File: src/rtl/s27_lane_array_misr.sv
// s27_lane_array_misr
// Parametrised array of independent s27 next-state lanes with clear/enable
// control, plus a start/busy/done run controller that compacts the per-lane
// G17 values into a multiple-input signature register (MISR). A run takes
// RUN_LEN enabled steps; the final signature is compared against a software
// golden value.
module s27_lane_array_misr #(
  parameter int                LANES     = 4,
  parameter int                MISR_W    = 16,
  parameter logic [MISR_W-1:0] MISR_POLY = 16'h8016,
  parameter logic [MISR_W-1:0] SEED      = 16'hFFFF,
  parameter int                RUN_LEN   = 64,
  parameter int                CNT_W     = $clog2(RUN_LEN + 1)
) (
  input  logic               clk,
  input  logic               rst_n,
  input  logic               en,
  input  logic               clear,
  input  logic               start,
  input  logic [LANES-1:0]   g0,
  input  logic [LANES-1:0]   g1,
  input  logic [LANES-1:0]   g2,
  input  logic [LANES-1:0]   g3,
  output logic [LANES-1:0]   g17,
  output logic [3*LANES-1:0] lane_state,
  output logic               busy,
  output logic               done,
  output logic [CNT_W-1:0]   step_cnt,
  output logic [MISR_W-1:0]  signature
);

  typedef enum logic [1:0] {
    ST_IDLE = 2'd0,
    ST_RUN  = 2'd1,
    ST_DONE = 2'd2
  } run_state_t;

  localparam logic [CNT_W-1:0] RUN_LEN_C = CNT_W'(RUN_LEN);

  logic [3*LANES-1:0] lane_next;
  logic [LANES-1:0]   g17_next;
  logic [MISR_W-1:0]  g17_ext;
  logic [MISR_W-1:0]  misr_next;
  logic               step;
  logic [CNT_W-1:0]   cnt_inc;
  logic               last_step;

  run_state_t         state_q, state_d;
  logic [CNT_W-1:0]   cnt_d;
  logic [MISR_W-1:0]  sig_d;

  // A run step happens only when enabled and not being cleared.
  assign step = en & ~clear;

  // Combinational s27 next-state logic, one copy per lane.
  for (genvar i = 0; i < LANES; i++) begin : g_lane
    logic s5, s6, s7;
    logic n8, n9, n10, n11, n12, n13, n14, n15, n16;

    assign s5  = lane_state[3*i];
    assign s6  = lane_state[3*i+1];
    assign s7  = lane_state[3*i+2];

    assign n14 = ~g0[i];
    assign n12 = ~(g1[i] | s7);
    assign n8  = n14 & s6;
    assign n15 = n12 | n8;
    assign n16 = g3[i] | n8;
    assign n9  = ~(n16 & n15);
    assign n11 = ~(s5 | n9);
    assign n10 = ~(n14 | n11);
    assign n13 = ~(g2[i] | n12);

    // Packed as {G7,G6,G5} = {G13,G11,G10}.
    assign lane_next[3*i +: 3] = {n13, n11, n10};
    assign g17_next[i]         = ~n11;
  end

  // Lane registers: clear has priority over the step enable.
  // NOTE: clocked state uses non-blocking assignments so every flop samples
  // pre-edge values; blocking here would create order-dependent races.
  always_ff @(posedge clk or negedge rst_n) begin
    if (!rst_n) begin
      lane_state <= '0;
      g17        <= '0;
    end else if (clear) begin
      lane_state <= '0;
      g17        <= '0;
    end else if (en) begin
      lane_state <= lane_next;
      g17        <= g17_next;
    end
  end

  // Zero-extend the new G17 vector so lanes land on the signature LSBs.
  always_comb begin
    g17_ext                = '0;
    g17_ext[LANES-1:0]     = g17_next;
  end

  // Galois-style MISR shift with the lane outputs folded in.
  assign misr_next = {signature[MISR_W-2:0], 1'b0}
                   ^ (signature[MISR_W-1] ? MISR_POLY : '0)
                   ^ g17_ext;

  assign cnt_inc   = step_cnt + 1'b1;
  assign last_step = (cnt_inc == RUN_LEN_C);

  // Run controller next-state, count and signature logic.
  // NOTE: every variable gets a default before the case so no path leaves
  // it unassigned, which would otherwise infer a latch.
  always_comb begin
    state_d = state_q;
    cnt_d   = step_cnt;
    sig_d   = signature;
    unique case (state_q)
      ST_IDLE, ST_DONE: begin
        if (start) begin
          state_d = ST_RUN;
          cnt_d   = '0;
          sig_d   = SEED;
        end
      end
      ST_RUN: begin
        if (step) begin
          cnt_d = cnt_inc;
          sig_d = misr_next;
          if (last_step) begin
            state_d = ST_DONE;
          end
        end
      end
      default: begin
        state_d = ST_IDLE;
      end
    endcase
  end

  // Run controller registers; reset discards any partial signature.
  always_ff @(posedge clk or negedge rst_n) begin
    if (!rst_n) begin
      state_q   <= ST_IDLE;
      step_cnt  <= '0;
      signature <= SEED;
    end else begin
      state_q   <= state_d;
      step_cnt  <= cnt_d;
      signature <= sig_d;
    end
  end

  assign busy = (state_q == ST_RUN);
  assign done = (state_q == ST_DONE);

endmodule
File: config.mk
export PLATFORM = sky130hd
export DESIGN_NAME = s27_lane_array_misr
export DESIGN_NICKNAME = d
export VERILOG_FILES = /design/src/rtl/s27_lane_array_misr.sv
export SDC_FILE = /design/constraint.sdc
export NUM_CORES = 1
export LEC_CHECK = 0
export ABC_CLOCK_PERIOD_IN_PS = 2000
export BUFFER_PORTS_ARGS = -buffer_cell sky130_fd_sc_hd__buf_4
export CORE_MARGIN = 2
export CORE_UTILIZATION = 54
export DETAILED_ROUTE_END_ITERATION = 10
export HOLD_SLACK_MARGIN = 0.1
export PLACE_DENSITY_LB_ADDON = 0.15
export SYNTH_ARGS = -nofsm -noshare
export SYNTH_HDL_FRONTEND = slang
export SYNTH_SLANG_ARGS = --single-unit
File: constraint.sdc
create_clock -name clk -period 2 [get_ports clk]
set_input_delay 0.1 -clock clk [delete_from_list [all_inputs] [get_ports clk]]
set_output_delay 0.1 -clock clk [all_outputs]
set_load 0.01 [all_outputs]
-- After elaboration in Yosys (flattened, before gate mapping)
Index checks and enable logic that the tools add are counted.
Widths: inputs -> output; s select.
- add/subtract/negate cells: 1
- equal/unequal tests: 6
- mux-type cells: 15
- bitwise logic cells: 60
- reduce and logical (&&, ||, !) cells: 6
- operator list (kind ; number):
    $mux 16 ; 3
    $pmux 16 s2 ; 1
    $not 1->1 ; 25
    $mux 12 ; 2
    $or 1x1->1 ; 24
    $xor 16x16->16 ; 1
    $xor 16x4->16 ; 1
    $mux 7 ; 2
    $pmux 7 s2 ; 1
    $and 1x1->1 ; 9
    $mux 4 ; 2
    $add 7x1->7 const B ; 1
    $eq 7x7->1 const B ; 1
    $mux 2 ; 3
    $reduce_and 3->1 ; 2
    $ne 2x1->1 const B ; 2
    $pmux 2 s2 ; 1
    $reduce_bool 2->1 ; 2
    $eq 2x1->1 const B ; 1
    $eq 2x2->1 const B ; 1
    $logic_not 2->1 ; 1
    $ne 2x2->1 const B ; 1
    $reduce_or 2->1 ; 1
- bits in registers: 41
- input bits: 21
- output and inout bits: 41
- word-level logic and storage cells: 93

-- Longest topological paths before layout
- word-level depth: 11
- depth in mapped cells: 5
- depth with buffers taken out: 4

-- Least setup slack after synthesis
OpenSTA, ideal clock, no wires.
- path type: register to register
- from: register lane_state[11]
- to: register signature[3]
- setup time: 0.091 ns
- data arrival time: 1.249 ns
- required time: 1.909 ns
- setup slack: 0.660 ns
- cell stages (with the launch flop): 4
- buffers on the path: 0
- period minus slack after synthesis: 1.340 ns
- cells stage by stage: dfrtp_1 or3b_1 a2111oi_0 nor3_1
- longest elaborated chain between the ends: 9
- ends and longest elaborated chain (item ; line ; source):
    start, declared ; 25 ; output logic [3*LANES-1:0] lane_state,
    start signal, assigned ; 90 ; lane_state <= lane_next;
    $or 1x1->1 ; 65 ; assign n12 = ~(g1[i] | s7);
    $not 1->1 ; 65 ;
    $or 1x1->1 ; 67 ; assign n15 = n12 | n8;
    $and 1x1->1 ; 69 ; assign n9 = ~(n16 & n15);
    $not 1->1 ; 69 ;
    $or 1x1->1 ; 70 ; assign n11 = ~(s5 | n9);
    $xor 16x4->16 ; 104 ; ^ g17_ext;
    $mux 16 ; 125 ; if (step) begin
    $pmux 16 s2 ; 116 ; unique case (state_q)
    end signal, assigned ; 148 ; signature <= sig_d;
    end, declared ; 29 ; output logic [MISR_W-1:0] signature
Every way passes these cells. The select of a mux whose other input is x is not followed.
A chain may end at the register's enable or synchronous reset.

-- Worst setup path after layout
- from: register lane_state[8]
- to: register lane_state[6]
- longest elaborated chain between the ends: 11
- ends and longest elaborated chain (item ; line ; source):
    $or 1x1->1 ; 65 ;
    $not 1->1 ; 65 ;
    $or 1x1->1 ; 67 ;
    $and 1x1->1 ; 69 ;
    $not 1->1 ; 69 ;
    $or 1x1->1 ; 70 ;
    $not 1->1 ; 70 ;
    $or 1x1->1 ; 71 ; assign n10 = ~(n14 | n11);
    $not 1->1 ; 71 ;
    $mux 12 ; 89 ; end else if (en) begin
    $mux 12 ; 86 ; end else if (clear) begin
Every way passes these cells. The select of a mux whose other input is x is not followed.

==> impl_metrics.tcl <==
set metrics [dict create \
    synth_top_flop_cell "dfrtp_1" \
    synth_nets 221 \
    placed_cells 304 \
    ys_seq_elements 41 \
    dieWidth_um 64.7 \
    antenna_found_initial 0 \
    grt_max_degree 42 \
    setup_viol 0 \
    skew_ps 7.75 \
    seqPwrFrac 0.476 \
    cp.required_ps 2180 \
    switching_share 0.322 \
    switching_power_uw 883 \
    synth_seq_area_share 0.526 \
    postRouteAntennaNets 0 \
    grt_setup_unrepaired "false" \
    vias 1847 \
    slowest_stage "dlygate4sd3_1" \
    p_leak_nw 1.28 \
    place.gp.congestion 0.845 \
    crit_chain "nor4b_2 -> nand3b_1 -> a21oi_1 -> dlygate4sd3_1" \
    grt_pass1_vias 1700 \
    cts_buffers 5 \
    finalSetupTns_ps 0 \
    slew_violations 0 \
    port_buffers 61 \
    yosys_warnings 0 \
    firstDrtPassIters 4 \
    power_frac_clock 0.219 \
    place_ws_ps 460 \
    remaining_drc_errors 0 \
    wl_per_cell_um 14.9 \
    combPwrFrac 0.306 \
    irDropWorstVdd_uv 451 \
    path_delay_family "simple AND/OR/NAND/NOR gates" \
    grt_usage 0.250 \
    io_pins 62 \
    row_count 22 \
    final_common_cell "buf_4" \
    async_reset_ff_frac 1.00 \
    drt-initial-drc-count 185 \
    maxCapViolations 0 \
    final_hold_viol_count 0 \
    fin_area_sq_mm 0.00275 \
    synth_edf_count 0 \
    n_fill_cell 271 \
    core_area_sq_mm 0.00361 \
    clock-root-buffer "clkbuf_8" \
    placed_cell_area_sq_mm 0.00250 \
    cts_tree "built" \
    end_kind "flop" \
    startpoint_type "flop" \
    grt_first_pass_wirelength_um 8050 \
    yosysTopAreaCellShare 0.315 \
    synth_area_leaders "dfrtp_1 31%, dfstp_2 21%, nand2_1 4.2%, a21oi_1 3.8%, nor3_1 3.0%" \
    htree_num_levels 2 \
    viasPerCell 5.67 \
    period_minus_slack_ps 1780 \
    clkSinkCount 41 \
    diodes 0 \
    dpl.hpwl_um 3270 \
    max_stage_delay_ps 560 \
    die_y_um 64.7 \
    crit_buf_inv 1 \
    die-area_sq_mm 0.00418 \
    p_int_mw 1.86 \
    worst_pin_slew_ps 533 \
    post-route-period-util 0.888 \
    critPathMaxFanout 4 \
    globalRoute.totalOverflow 0 \
    synth_top_cell_by_area "dfrtp_1" \
    drt-total-wl_um 4860 \
    critical_path_arrival_ps 1960 \
    hold_path_class "in2reg" \
    clock_latency_ps 300 \
    ys_types 48 \
    finalWorstSetupSlack_ps 225 \
    clock_path_buffers 2 \
    max_slew_margin 0.645 \
    power_density_mw_per_mm2 998 \
    clkTransAtPathRegs_ps 70 \
    instances_no_fill 326 \
    initial_core_util 0.551 \
    nets 299 \
    area_growth_pct 38.1 \
    utilization 0.761 \
    synth.avg_cell_area_sq_um 9.99 \
    status "completed" \
    fmax_ghz 0.563 \
    drive_above_1_share 0.335 \
    synthCells 199 \
    synth_area_sq_mm 0.00199 \
    final_cell_mix "67 x buf_4, 25 x dfrtp_1, 22 x nand2_1" \
    cts_resized 0 \
    critPathKind "reg2reg" \
]
==> cell families after synthesis <==
family,count (synthesis),share of synthesized area
AND/OR/NAND/NOR,82,0.235
AO/OA/AOI/OAI,54,0.174
flip-flops,41,0.526
buffers and inverters,16,0.0352
XOR/XNOR,3,0.0132
multiplexers,2,0.0101
adder cells (fa/ha/maj),1,0.00629
==> final timing paths <==
| path | from | end | slack (ps) | cells after the start |
|---|---|---|---|---|
| max | lane_state[8] | lane_state[6] | 220 | 4 |
| min | g0[0] | lane_state[0] | 110 | 3 |
| max reg2reg | lane_state[8] | lane_state[6] | 220 | 4 |
| min reg2reg | signature[8] | signature[9] | 470 | 2 |
| max in group asynchronous | rst_n | signature[5] | 1330 | 2 |
| min in group asynchronous | rst_n | step_cnt[4] | 300 | 2 |
==> flip-flops by register name, indices dropped and copies added (netlist names) <==
signal      cells
g17             4
lane_state     12
signature      16
state_q         2
step_cnt        7
==> synth_stat cells, types with 2 or more instances <==
library cell	instances
nor4_1	2
xnor2_1	2
a21oi_1	15
nand2_1	22
o21a_1	2
mux2i_1	2
and3_1	3
clkbuf_1	4
nor4b_1	4
a31oi_1	4
dfstp_2	16
or3b_1	3
a211oi_1	7
o21ai_1	3
o211a_1	2
nor3_1	12
buf_2	5
nor2_1	7
nor2b_1	4
o21ai_0	10
nand3_1	5
dfrtp_1	25
nand3b_1	3
nand2b_1	6
inv_1	6
nor3b_1	3
==> metal layers <==
layer / wire, um / global-route usage / up-vias / part of all wire
met2: 2360 / 0.409 / 60 / 0.49
met1: 2170 / 0.320 / 889 / 0.45
met3: 247 / 0.0521 / 8 / 0.051
met4: 83 / 0.112 / 0 / 0.017
met5: 0 / 0 / - / 0
li1: - / - / 890 / -
==> power groups by stage <==
stage	clock [mW]	sequential (mW)	combinational [mW]
floorplan	0	1.36	0.336
global placement	0	1.31	0.801
detailed placement	0	1.32	0.817
CTS	0.606	1.30	0.841
global route	0.639	1.33	0.922
finish	0.600	1.30	0.838
==> metrics by stage <==
step | power, mW | hold WS (ps)
finish | 2.74 | 109
global route | 2.89 | 135
CTS | 2.75 | 118
detailed placement | 2.14 | 105
global placement | 2.11 | 107
floorplan | 1.69 | -196
==> worst reg2reg max path, cell delays in order (launching register included) <==
cell and delay, ps:
dfrtp_1 420, nor4b_2 460, nand3b_1 160, a21oi_1 60, dlygate4sd3_1 560
==> cell type report <==
class                      instances  area (sq um)  area share
clock buffer                       7          96.3      0.0351
clock inverter                     1          5.00     0.00182
inverter                           6          22.5     0.00820
multi-input combinational        142           872       0.318
sequential                        41          1050       0.381
tap                               48          60.1      0.0219
timing repair buffer              81           643       0.234
==> what timing repair did <==
action / in CTS / in global routing
hold endpoints to repair: 35 / 0
setup buffers: 0 / 0
hold buffers: 14 / 0
(Power assumes the default switching activity.)
